$ cat src/rtl/ascon_hash_arbiter_if.sv
// Bus bundle between two hash requesters, the arbiter and a shared Ascon hash core.
// The slave modport is the arbiter's view; master is the requester/core side.
interface ascon_hash_arbiter_if #(
    parameter int Y = 256,
    parameter int L = 256
);
    logic [1:0]   req;
    logic [Y-1:0] msg0;
    logic [Y-1:0] msg1;
    logic [1:0]   gnt;
    logic [1:0]   done;
    logic [1:0]   err;
    logic [1:0]   ack;
    logic [L-1:0] digest;
    logic [Y-1:0] core_msg;
    logic         core_start;
    logic         core_ready;
    logic [L-1:0] core_digest;

    modport slave (
        input  req, msg0, msg1, ack, core_ready, core_digest,
        output gnt, done, err, digest, core_msg, core_start
    );

    modport master (
        output req, msg0, msg1, ack, core_ready, core_digest,
        input  gnt, done, err, digest, core_msg, core_start
    );
endinterface

$ cat src/rtl/ascon_hash_arbiter.sv
// Round-robin arbiter sharing one Ascon hash core between two requesters.
// Optional abort-on-timeout is enabled by defining HASH_ARB_TIMEOUT_EN.
module ascon_hash_arbiter #(
    parameter int Y       = 256,
    parameter int L       = 256,
    parameter int TIMEOUT = 1024
) (
    input logic                clk,
    input logic                rst,
    ascon_hash_arbiter_if.slave bus
);

    typedef enum logic [2:0] {
        S_IDLE,
        S_START,
        S_ARM,
        S_WAIT,
        S_DONE
    } state_t;

    state_t       state_q, state_d;
    logic [1:0]   gnt_q, gnt_d;
    logic [1:0]   done_q, done_d;
    logic [L-1:0] digest_q, digest_d;
    logic [Y-1:0] core_msg_q, core_msg_d;
    logic         core_start_q, core_start_d;
    logic         last_q, last_d;
    logic         win;
    logic [1:0]   ack_hit;

`ifdef HASH_ARB_TIMEOUT_EN
    localparam logic [15:0] TIMEOUT_LIM = 16'(TIMEOUT - 1);
    logic [15:0] cnt_q, cnt_d;
    logic [1:0]  err_q, err_d;
`endif

    // Only an ack from the requester that currently holds the grant releases the core.
    for (genvar gi = 0; gi < 2; gi++) begin : g_ack
        assign ack_hit[gi] = bus.ack[gi] & gnt_q[gi];
    end

    always_comb begin
        win = 1'b0;
        if (bus.req == 2'b11) begin
            win = ~last_q;
        end else begin
            win = bus.req[1];
        end
    end

    always_comb begin
        state_d      = state_q;
        gnt_d        = gnt_q;
        done_d       = done_q;
        digest_d     = digest_q;
        core_msg_d   = core_msg_q;
        core_start_d = 1'b0;
        last_d       = last_q;
`ifdef HASH_ARB_TIMEOUT_EN
        cnt_d        = cnt_q;
        err_d        = 2'b00;
`endif
        case (state_q)
            S_IDLE: begin
                if (|bus.req) begin
                    gnt_d      = 2'b01 << win;
                    core_msg_d = win ? bus.msg1 : bus.msg0;
                    state_d    = S_START;
                end
            end
            S_START: begin
                core_start_d = 1'b1;
                state_d      = S_ARM;
`ifdef HASH_ARB_TIMEOUT_EN
                cnt_d        = 16'd0;
`endif
            end
            // A ready level left over from the previous job must be seen low first.
            S_ARM: begin
                if (!bus.core_ready) begin
                    state_d = S_WAIT;
                end
            end
            S_WAIT: begin
                if (bus.core_ready) begin
                    digest_d = bus.core_digest;
                    done_d   = gnt_q;
                    state_d  = S_DONE;
                end
            end
            S_DONE: begin
                if (|ack_hit) begin
                    done_d  = 2'b00;
                    gnt_d   = 2'b00;
                    last_d  = gnt_q[1];
                    state_d = S_IDLE;
                end
            end
            default: begin
                state_d = S_IDLE;
            end
        endcase
`ifdef HASH_ARB_TIMEOUT_EN
        // A digest arriving in WAIT takes precedence over the timeout on the same edge.
        if (state_q == S_ARM || (state_q == S_WAIT && !bus.core_ready)) begin
            if (cnt_q == TIMEOUT_LIM) begin
                err_d   = gnt_q;
                gnt_d   = 2'b00;
                last_d  = gnt_q[1];
                state_d = S_IDLE;
            end else begin
                cnt_d = cnt_q + 16'd1;
            end
        end
`endif
    end

    always_ff @(posedge clk) begin
        if (!rst) begin
            state_q      <= S_IDLE;
            gnt_q        <= 2'b00;
            done_q       <= 2'b00;
            digest_q     <= '0;
            core_msg_q   <= '0;
            core_start_q <= 1'b0;
            last_q       <= 1'b1;
`ifdef HASH_ARB_TIMEOUT_EN
            cnt_q        <= 16'd0;
            err_q        <= 2'b00;
`endif
        end else begin
            state_q      <= state_d;
            gnt_q        <= gnt_d;
            done_q       <= done_d;
            digest_q     <= digest_d;
            core_msg_q   <= core_msg_d;
            core_start_q <= core_start_d;
            last_q       <= last_d;
`ifdef HASH_ARB_TIMEOUT_EN
            cnt_q        <= cnt_d;
            err_q        <= err_d;
`endif
        end
    end

    assign bus.gnt        = gnt_q;
    assign bus.done       = done_q;
    assign bus.digest     = digest_q;
    assign bus.core_msg   = core_msg_q;
    assign bus.core_start = core_start_q;
`ifdef HASH_ARB_TIMEOUT_EN
    assign bus.err        = err_q;
`else
    assign bus.err        = 2'b00;
`endif

endmodule
$ cat src/flat_wrapper.sv
// flat-port wrapper written by rule: the top's interface ports become plain ports
module ascon_hash_arbiter_flat 
#(
    parameter int Y       = 256,
    parameter int L       = 256,
    parameter int TIMEOUT = 1024
)
  (clk, rst, bus_req, bus_msg0, bus_msg1, bus_ack, bus_core_ready, bus_core_digest, bus_gnt, bus_done, bus_err, bus_digest, bus_core_msg, bus_core_start);
  ascon_hash_arbiter_if #(.Y(Y), .L(L)) bus_i ();
  input logic clk;
  input logic rst;
  input wire logic [$bits(bus_i.req)-1:0] bus_req;
  input wire logic [$bits(bus_i.msg0)-1:0] bus_msg0;
  input wire logic [$bits(bus_i.msg1)-1:0] bus_msg1;
  input wire logic [$bits(bus_i.ack)-1:0] bus_ack;
  input wire logic [$bits(bus_i.core_ready)-1:0] bus_core_ready;
  input wire logic [$bits(bus_i.core_digest)-1:0] bus_core_digest;
  output wire logic [$bits(bus_i.gnt)-1:0] bus_gnt;
  output wire logic [$bits(bus_i.done)-1:0] bus_done;
  output wire logic [$bits(bus_i.err)-1:0] bus_err;
  output wire logic [$bits(bus_i.digest)-1:0] bus_digest;
  output wire logic [$bits(bus_i.core_msg)-1:0] bus_core_msg;
  output wire logic [$bits(bus_i.core_start)-1:0] bus_core_start;
  assign bus_i.req = bus_req;
  assign bus_i.msg0 = bus_msg0;
  assign bus_i.msg1 = bus_msg1;
  assign bus_i.ack = bus_ack;
  assign bus_i.core_ready = bus_core_ready;
  assign bus_i.core_digest = bus_core_digest;
  assign bus_gnt = bus_i.gnt;
  assign bus_done = bus_i.done;
  assign bus_err = bus_i.err;
  assign bus_digest = bus_i.digest;
  assign bus_core_msg = bus_i.core_msg;
  assign bus_core_start = bus_i.core_start;
  ascon_hash_arbiter #(.Y(Y), .L(L), .TIMEOUT(TIMEOUT)) u_core (.clk(clk), .rst(rst), .bus(bus_i));
endmodule
$ cat config.mk
export PLATFORM = sky130hd
export DESIGN_NAME = ascon_hash_arbiter_flat
export DESIGN_NICKNAME = d
export VERILOG_FILES = /design/src/rtl/ascon_hash_arbiter_if.sv /design/src/rtl/ascon_hash_arbiter.sv /design/src/flat_wrapper.sv
export SDC_FILE = /design/constraint.sdc
export NUM_CORES = 1
export LEC_CHECK = 0
export ABC_AREA = 1
export CORE_AREA = 3 3 504 506
export DETAILED_ROUTE_END_ITERATION = 10
export DIE_AREA = 0 0 507 509
export SLEW_MARGIN = 20
export SYNTH_ARGS = -nofsm -noshare
export SYNTH_HDL_FRONTEND = slang
export SYNTH_SLANG_ARGS = --single-unit
$ cat constraint.sdc
create_clock -name clk -period 3.2 [get_ports clk]
set_clock_uncertainty 0.1 [all_clocks]
set_input_delay 0.48 -clock clk [delete_from_list [all_inputs] [get_ports clk]]
set_output_delay 0.48 -clock clk [all_outputs]
set_load 0.01 [all_outputs]
; Word-level counts from Yosys, hierarchy flattened
; Cells that the tools add are included.
; W data, S select, Z words.
[classes]
eq_ne = 9
n_shift = 1
mux = 13
bitwise_logic = 3
reduce_logical = 11
[ops]
columns = operator, count
row1 = $mux W256, 1
row2 = $pmux W3 S5, 1
row3 = $mux W3, 4
row4 = $pmux W2 S2, 2
row5 = $eq A3 B2 Y1 const B, 2
row6 = $mux W2, 3
row7 = $reduce_and A2 Y1, 3
row8 = $reduce_and A3 Y1, 2
row9 = $ne A2 B1 Y1 const B, 2
row10 = $ne A2 B2 Y1 const B, 2
row11 = $reduce_and A4 Y1, 1
row12 = $reduce_bool A2 Y1, 2
row13 = $reduce_or A2 Y1, 2
row14 = $eq A3 B1 Y1 const B, 1
row15 = $eq A3 B3 Y1 const B, 1
row16 = $logic_not A3 Y1, 1
row17 = $and A1 B1 Y1, 2
row18 = $eq A2 B2 Y1 const B, 1
row19 = $mux W1, 2
row20 = $shl A1 B1 Y2 const A, 1
row21 = $not A1 Y1, 1
[word_totals]
ff_bits = 521
inputBits = 775
out_inout_bits = 519
elab_cells = 44

; Logic depth before layout (Yosys ltp)
; Gate-level depths: netlist of run 1.
[depth]
ltp_word = 5
depth_mapped = 8
mapped_depth_nobuf = 8

; Worst setup path before layout of run 1
; No wires, ideal clock.
[synth_path]
path_kind = input to register
from = in rst
to = reg u_core.digest_q[166], in the netlist u_core.bus.digest[166]
setup_time_ns = 0.132
t_arrival_ns = 1.328
t_required_ns = 2.968
slack_ns = 1.640
cell_stages = 5
path_buffers = 3
path_cell_list = buf_2 > inv_2 > clkbuf_1 > clkbuf_1 > a21oi_1
[synth_rtl]
columns = item, line
row1 = start: declaration, flat_wrapper.sv:11  ; input logic rst;
row2 = end signal: assignment, ascon_hash_arbiter.sv:135  ; digest_q <= digest_d;
row3 = end: declaration, ascon_hash_arbiter.sv:24  ; logic [L-1:0] digest_q, digest_d;
; No word-level cell between the ends.

; Final worst setup path of run 1
[layout_path]
from = reg u_core.gnt_q[0], in the netlist u_core.bus.gnt[0]
to = out bus_gnt[0]
[layout_rtl]
columns = item, line
row1 = start: declaration, ascon_hash_arbiter.sv:22  ; logic [1:0] gnt_q, gnt_d;
row2 = start signal: assignment, ascon_hash_arbiter.sv:133  ; gnt_q <= gnt_d;
row3 = end: declaration, flat_wrapper.sv:18  ; output wire logic [$bits(bus_i.gnt)-1:0] bus_gnt;
; No word-level cell between the ends.

==> summary.md, run 1 <==
| Metric | Value |
|---|---|
| Cell Area, Synth | `19730 µm²` |
| Reg2reg path depth | `7` |
| Worst relative slew slack | `38.82%` |
| CP required | `2.62 ns` |
| Die H | `509 µm` |
| Yosys top cell by area | `dfxtp_1` |
| Reg2Reg Launch Point | `u_core.state_q[0]` |
| Routed WL | `196.5 mm` |
| Max incr delay on CP | `1.05 ns` |
| Crit Path Category | `reg2out` |
| Finished Core Util | `15.58%` |
| Synth Area in Compound Gates | `26.18%` |
| Crit path cell chain | `clkdlybuf4s50_1` |
| CTS Buf Count | `71` |
| CTS clk-pin slew, worst paths | `0.05 ns` |
| Register Area | `10430 µm²` |
| FF-to-FF setup slack | `0.80 ns` |
| YS warnings | `0` |
| Vias | `24800` |
| IO buf count | `1291` |
| Per-cell routed wire length | `27.12 µm` |
| Worst path top cell family by delay | `buffers and inverters` |
| Post-synth top area share | `52.87%` |
| Static Leak | `12.79 nW` |
| Hold Vio Cnt, Final | `0` |
| Final period util | `86.53%` |
| Yosys cell types | `19` |
| Crit start category | `flop` |
| Pwr/cell area | `676.1 nW/µm²` |
| Setup tns final | `0 ns` |
| Total track usage | `14.46%` |
| First-pass GRT wire length | `245.1 mm` |
| Total die area | `258100 µm²` |
| Largest net degree at the start of global routing | `104` |
| Post-CTS Setup Bufs | `0` |
| Placeable Area | `250500 µm²` |
| Hold WC Path Type | `in2reg` |
| Clock Sinks | `521` |
| Measured slew at the worst slew-check pin | `0.9177 ns` |
| CTS tree | `done` |
| Vias in the first global route | `24030` |
| Ports | `1294` |
| Status | `completed` |
| Mean post-synth cell area | `7.584 µm²` |
| Final GP Congestion | `0.9861` |
| Slew Limit Fails | `0` |
| # fillers | `28440` |
| Post-route ant nets | `0` |
| Xor/xnor cell area share of the yosys netlist | `0%` |
| Crit path time final | `2.769 ns` |
| Mux cell area share after synthesis | `0%` |
| Placed inst area | `36490 µm²` |
| Initial DRC Count | `1645` |
| DRC | `0` |
| Final setup fails | `0` |
| Ranking of synthesized cells by area | `dfxtp_1, a21oi_1, nand2_1` |
| Antenna violations before repair | `209` |
| Root buf cell | `clkbuf_16` |
| H-tree levels | `3` |
| Nets | `4566` |
| Unrepaired setup endpoints after global routing | `no` |
| Final instance area | `39020 µm²` |
| Cell Rows | `184` |
| Vias/cell | `3.423` |
| Worst-skew pair later-pin latency | `0.67 ns` |
| Hold Startpoint | `rst` |
| Post_cts resized | `0` |
| Max IR drop VDD | `0.0004089 V` |
| Achievable Freq | `361.2 MHz` |
| Worst Path Buf+Inv | `1` |
| Die Span X | `507 µm` |
| Remaining global-route overflow | `0` |
| Area of the multi-input gates | `8252 µm²` |
| Reg2Reg Capture Point | `u_core.bus.core_msg[96]` |
| WP data arrival | `2.19 ns` |
| Adder-Cell Fraction of Synth Area | `0%` |
| Hold endpoint | `u_core.last_q` |
| Clk buf depth | `3` |
| Cell count after synthesis | `2601` |
| Max Cap Viol | `0` |
| Main combinational cell family by area after synthesis | `compound AO/OA/AOI/OAI gates` |
| Simple-gate share of the synthesized area | `15.53%` |
| DP Wirelength | `167.7 mm` |
| Pre-antenna DRT Iters | `5` |
| Layout cell share with drive strength beyond 1 | `4.686%` |
| Crit-path slowest cell | `clkdlybuf4s50_1` |
| Crit Path Max Fanout | `4` |
| CP endpoint kind | `primary output` |
| Initial Util | `7.875%` |
| Syn-to-layout area delta | `97.83%` |
| Seq/Total Area, Yosys | `52.87%` |
| Synthesized flop and latch total | `521` |
| Cts hold-fix bufs | `0` |
| Hold path depth | `2` |
flip-flops by register name, indices dropped and copies added, names as in the netlist:
signal / flops
u_core.bus.core_msg: 256
u_core.bus.digest: 256
u_core.state_q: 3
u_core.bus.done: 2
u_core.bus.gnt: 2
u_core.bus.core_start: 1
u_core.last_q: 1
layout by cell type (no fill, tap or decap):
cell type / count
clkdlybuf4s50_1: 1289
nand2_1: 785
a21oi_1: 774
dfxtp_1: 521
o21ai_0: 253
clkbuf_16: 73
diode_2: 57
buf_4: 35
buf_12: 18
clkinv_2: 12
clkbuf_8: 12
nor2_1: 10
nand3_1: 9
inv_1: 8
inv_6: 7
o21ai_1: 5
bufinv_16: 5
clkbuf_1: 5
inv_8: 4
clkinv_4: 3
conb_1: 2
clkinv_8: 2
clkinvlp_4: 2
inv_16: 2
nand4_4: 1
nand2_4: 1
nor2_2: 1
nor2_4: 1
buf_8: 1
cells in the mapped netlist (all sizes together):
master / count
nand4: 1
dfxtp: 521
buf: 110
clkbuf: 117
nand2: 786
nand3: 9
conb: 1
inv: 12
o21ai: 258
a21oi: 774
nor2: 12
worst max-delay path by stage:
stage,to,cells past startpoint,from
global placement,u_core.bus.core_msg[37],7,bus_req[1]
floorplan,u_core.bus.digest[166],5,rst
detailed placement,u_core.bus.core_msg[22],7,bus_req[1]
CTS,bus_gnt[0],1,u_core.bus.gnt[0]
global route,bus_gnt[0],1,u_core.bus.gnt[0]
finish,bus_gnt[0],1,u_core.bus.gnt[0]
stage by stage:
| step | total power, mW | cells | hold WS, ns | setup WS [ns] |
|---|---|---|---|---|
| after detailed placement | 18.17 | 7066 | 0.3549 | 0.3980 |
| after floorplan | 11.69 | 2602 | 0.3287 | 1.640 |
| after global routing | 27.64 | 7231 | 0.04788 | 0.2969 |
| final | 26.38 | 7246 | 0.1013 | 0.4312 |
| after global placement | 18.09 | 7066 | 0.3524 | 0.4788 |
| after CTS | 26.95 | 7189 | 0.002361 | 0.2065 |
cells by family after synthesis:
group | Yosys count
compound gates | 1032
other cells | 1
buf+inv | 239
simple gates | 808
flops | 521
worst reg2reg max path, stage by stage (launching register included):
cell and delay [ns]:
dfxtp_1 0.39, nor2_2 0.27, nand2_1 0.15, nor2_4 0.24, buf_12 0.25, buf_12 0.41
o21ai_0 0.36, a21oi_1 0.16
final cells by class:
cell class,instances,share of cell area [%]
multi-input cells,1842,21.14
clock inverters,33,0.9875
well taps,3348,10.73
diodes,57,0.3655
repair buffers,1343,34.70
flip-flops and latches,521,26.73
inverters,12,0.1924
clock buffers,90,5.152
power breakdown:
| part | leakage [nW] | switching [mW] | internal [mW] |
|---|---|---|---|
| clock network | 1.19 | 3.55 | 4.89 |
| logic | 7.34 | 5.48 | 3.93 |
| registers | 4.26 | 0.792 | 7.75 |
| total | 12.8 | 9.82 | 16.6 |
routing by layer:
metal | track usage (%) | routed length [µm] | up-vias
met1 | 16.28 | 76060 | 11600
met3 | 8.247 | 26510 | 482
met2 | 21.67 | 82300 | 1406
li1 | - | - | 11190
met5 | 0 | 839 | -
met4 | 7.328 | 10800 | 126
(Power assumes the default switching activity.)
==> run 2: changes to the inputs <==
- CORE_AREA: 3 3 504 506 -> 3 3 509 511
- DIE_AREA: 0 0 507 509 -> 0 0 512 514
- clock period: 3.2 -> 3.3 ns (I/O delays scaled with it)
==> run 2 against run 1 <==
Compared with the run above:
- sequential share of layout area is 0.081 points lower
- cell count rose by 0.40%
- largest cell class unchanged
- non-clock buffer count grew 13
==> summary.md, run 2 (synthesis gave the netlist of run 1 again) <==
| Metric | Value |
|---|---|
| Status | `completed` |
| Die H | `514 µm (+0.98%)` |
| DP Wirelength | `166.5 mm (-0.73%)` |
| Syn-to-layout area delta | `98.43%` |
| Initial Util | `7.754% (-0.12 points)` |
| Setup tns final | `0 ns (unchanged)` |
| Post-CTS Setup Bufs | `0 (unchanged)` |
| Static Leak | `12.84 nW (+0.35%)` |
| Post_cts resized | `0 (unchanged)` |
| Cell Rows | `185 (+0.54%)` |
| Hold Vio Cnt, Final | `0 (unchanged)` |
| WP data arrival | `1.98 ns (-0.21 ns)` |
| Hold WC Path Type | `in2reg` |
| Placed inst area | `36670 µm² (+0.50%)` |
| Routed WL | `194.8 mm (-0.88%)` |
| Critical Path Start | `u_core.bus.core_msg[205]` |
| Crit Path Max Fanout | `2 (-2)` |
| Crit start category | `flop` |
| Hold path depth | `3 (+1)` |
| Ports | `1294 (unchanged)` |
| CTS Buf Count | `72 (+1.4%)` |
| Worst-skew pair later-pin latency | `0.67 ns (about the same)` |
| Crit path time final | `2.576 ns` |
| Total power draw | `25.56 mW (-3.1%)` |
| Layout cell share with drive strength beyond 1 | `4.798% (+0.11 points)` |
| Die Span X | `512 µm (+0.99%)` |
| Measured slew at the worst slew-check pin | `0.8962 ns (-0.02154 ns)` |
| CP endpoint kind | `primary output` |
| IO buf count | `1291 (unchanged)` |
| Switch Pwr | `9.567 mW (-2.5%)` |
| CTS clk-pin slew, worst paths | `0.06 ns (about the same)` |
| Pre-antenna DRT Iters | `5 (unchanged)` |
| Register Area | `10430 µm² (unchanged)` |
| Reg2reg path depth | `7 (unchanged)` |
| Root buf cell | `clkbuf_16` |
| Clock share of power | `31.1% (-0.9 points)` |
| CTS tree | `done` |
| Most frequent cells in the layout | `clkdlybuf4s50_1, nand2_1, a21oi_1` |
| Final instance area | `39140 µm² (+0.30%)` |
| Total track usage | `14.13% (-0.33 points)` |
| H-tree levels | `3 (unchanged)` |
| Achievable Freq | `388.3 MHz` |
| Post-placement cell count | `7097 (+0.44%)` |
| # fillers | `28650 (+0.74%)` |
| Reg2Reg Launch Point | `u_core.state_q[0]` |
| Nets | `4580 (+0.31%)` |
| Vias/cell | `3.429 (+0.17%)` |
| Clk buf depth | `3 (unchanged)` |
| FF-to-FF setup slack | `0.93 ns (+0.13 ns)` |
| Commonest non-fill, non-tap cell in the layout | `clkdlybuf4s50_1` |
| Crit-path slowest cell | `clkdlybuf4s50_1` |
| Final GP Congestion | `0.9927 (+0.67%)` |
| Crit Path Category | `reg2out` |
| First-pass GRT wire length | `246.2 mm (+0.47%)` |
| Final setup fails | `0 (unchanged)` |
| Total die area | `263200 µm² (+2.0%)` |
| Largest net degree at the start of global routing | `105 (+0.96%)` |
| Crit path cell chain | `clkdlybuf4s50_1` |
| Clock Sinks | `521 (unchanged)` |
| Max Cap Viol | `0 (unchanged)` |
| Max incr delay on CP | `0.94 ns (-0.11 ns)` |
| Pwr/cell area | `653.0 nW/µm² (-3.4%)` |
| Sw Ratio | `37.43% (+0.22 points)` |
| DRC | `0 (unchanged)` |
| Comb power frac | `36.3% (+0.7 points)` |
| CP required | `2.70 ns (+0.08 ns)` |
| Final period util | `78.05%` |
| Unrepaired setup endpoints after global routing | `no` |
| Cts hold-fix bufs | `0 (unchanged)` |
| Final Instance Count excl. Fillers | `7275 (+0.40%)` |
| Slew Limit Fails | `0 (unchanged)` |
| Worst path top cell family by delay | `buffers and inverters` |
| Placeable Area | `254400 µm² (+1.6%)` |
| Area of the multi-input gates | `8252 µm² (unchanged)` |
| Hold endpoint | `u_core.bus.core_msg[216]` |
| Vias | `24940 (+0.57%)` |
| Sequential Power Share | `32.5% (about the same)` |
| Finished Core Util | `15.39% (-0.19 points)` |
| Reg2Reg Capture Point | `u_core.bus.core_msg[30]` |
| Per-cell routed wire length | `26.77 µm (-1.3%)` |
| Worst Path Buf+Inv | `1 (unchanged)` |
| Initial DRC Count | `1755 (+6.7%)` |
| Post-route ant nets | `0 (unchanged)` |
| Antenna violations before repair | `192 (-8.1%)` |
| Hold Startpoint | `rst` |
| Worst relative slew slack | `40.26% (+1.4 points)` |
| Remaining global-route overflow | `0 (unchanged)` |
| Max IR drop VDD | `0.0003383 V (-17%)` |
| Internal power | `15.99 mW (-3.5%)` |
| Vias in the first global route | `24400 (+1.6%)` |
## run 2: cell count changes in the layout (fill, tap and decap cells not counted), moves of 3 or more
cell      delta
buf_12       +5
buf_4        +8
clkbuf_1    +10
clkinv_2     -3
clkinv_8     +3
diode_2      -4
inv_6        -3
## run 2: through the flow
step,hold slack [ns],worst slack [ns]
6_report,0.1614,0.7244
5_1_grt,0.1177,0.5233
4_1_cts,0.07311,0.4892
3_5_place_dp,0.3551,0.5698
3_3_place_gp,0.3524,0.6097
2_1_floorplan,0.3287,1.725
## run 2: worst max-delay path by stage
stage / cells after the start / slack (ns) / endpoint
final: 1 / 0.72 / bus_core_msg[205]
after global routing: 1 / 0.52 / bus_core_msg[215]
after CTS: 1 / 0.49 / bus_core_msg[205]
after detailed placement: 6 / 0.57 / u_core.bus.digest[26]
after global placement: 6 / 0.61 / u_core.bus.digest[49]
after floorplan: 5 / 1.72 / u_core.bus.digest[166]
## run 2: metal layers
metal | global-route usage, % | vias up | part of all wire (%)
li1 | - | 11210 | -
met1 | 16.34 | 11610 | 39
met2 | 20.73 | 1528 | 41
met3 | 7.969 | 470 | 13
met4 | 7.113 | 124 | 5.6
met5 | 0 | - | 0.43
## run 2: cell type report
cell class,instances,area share (%)
diodes,53,0.3388
clock buffers,100,5.204
repair buffers,1356,35.00
inverters,12,0.1918
flip-flops and latches,521,26.65
clock inverters,25,0.7799
well taps,3366,10.76
multi-input cells,1842,21.08
## run 2: power by group through the flow
stage	registers [mW]	clock network, mW	logic (mW)
detailed placement	8.39	0	9.40
global placement	8.37	0	9.39
CTS	8.29	8.31	9.46
global route	8.42	8.45	9.92
finish	8.32	7.95	9.29
floorplan	8.75	0	2.59
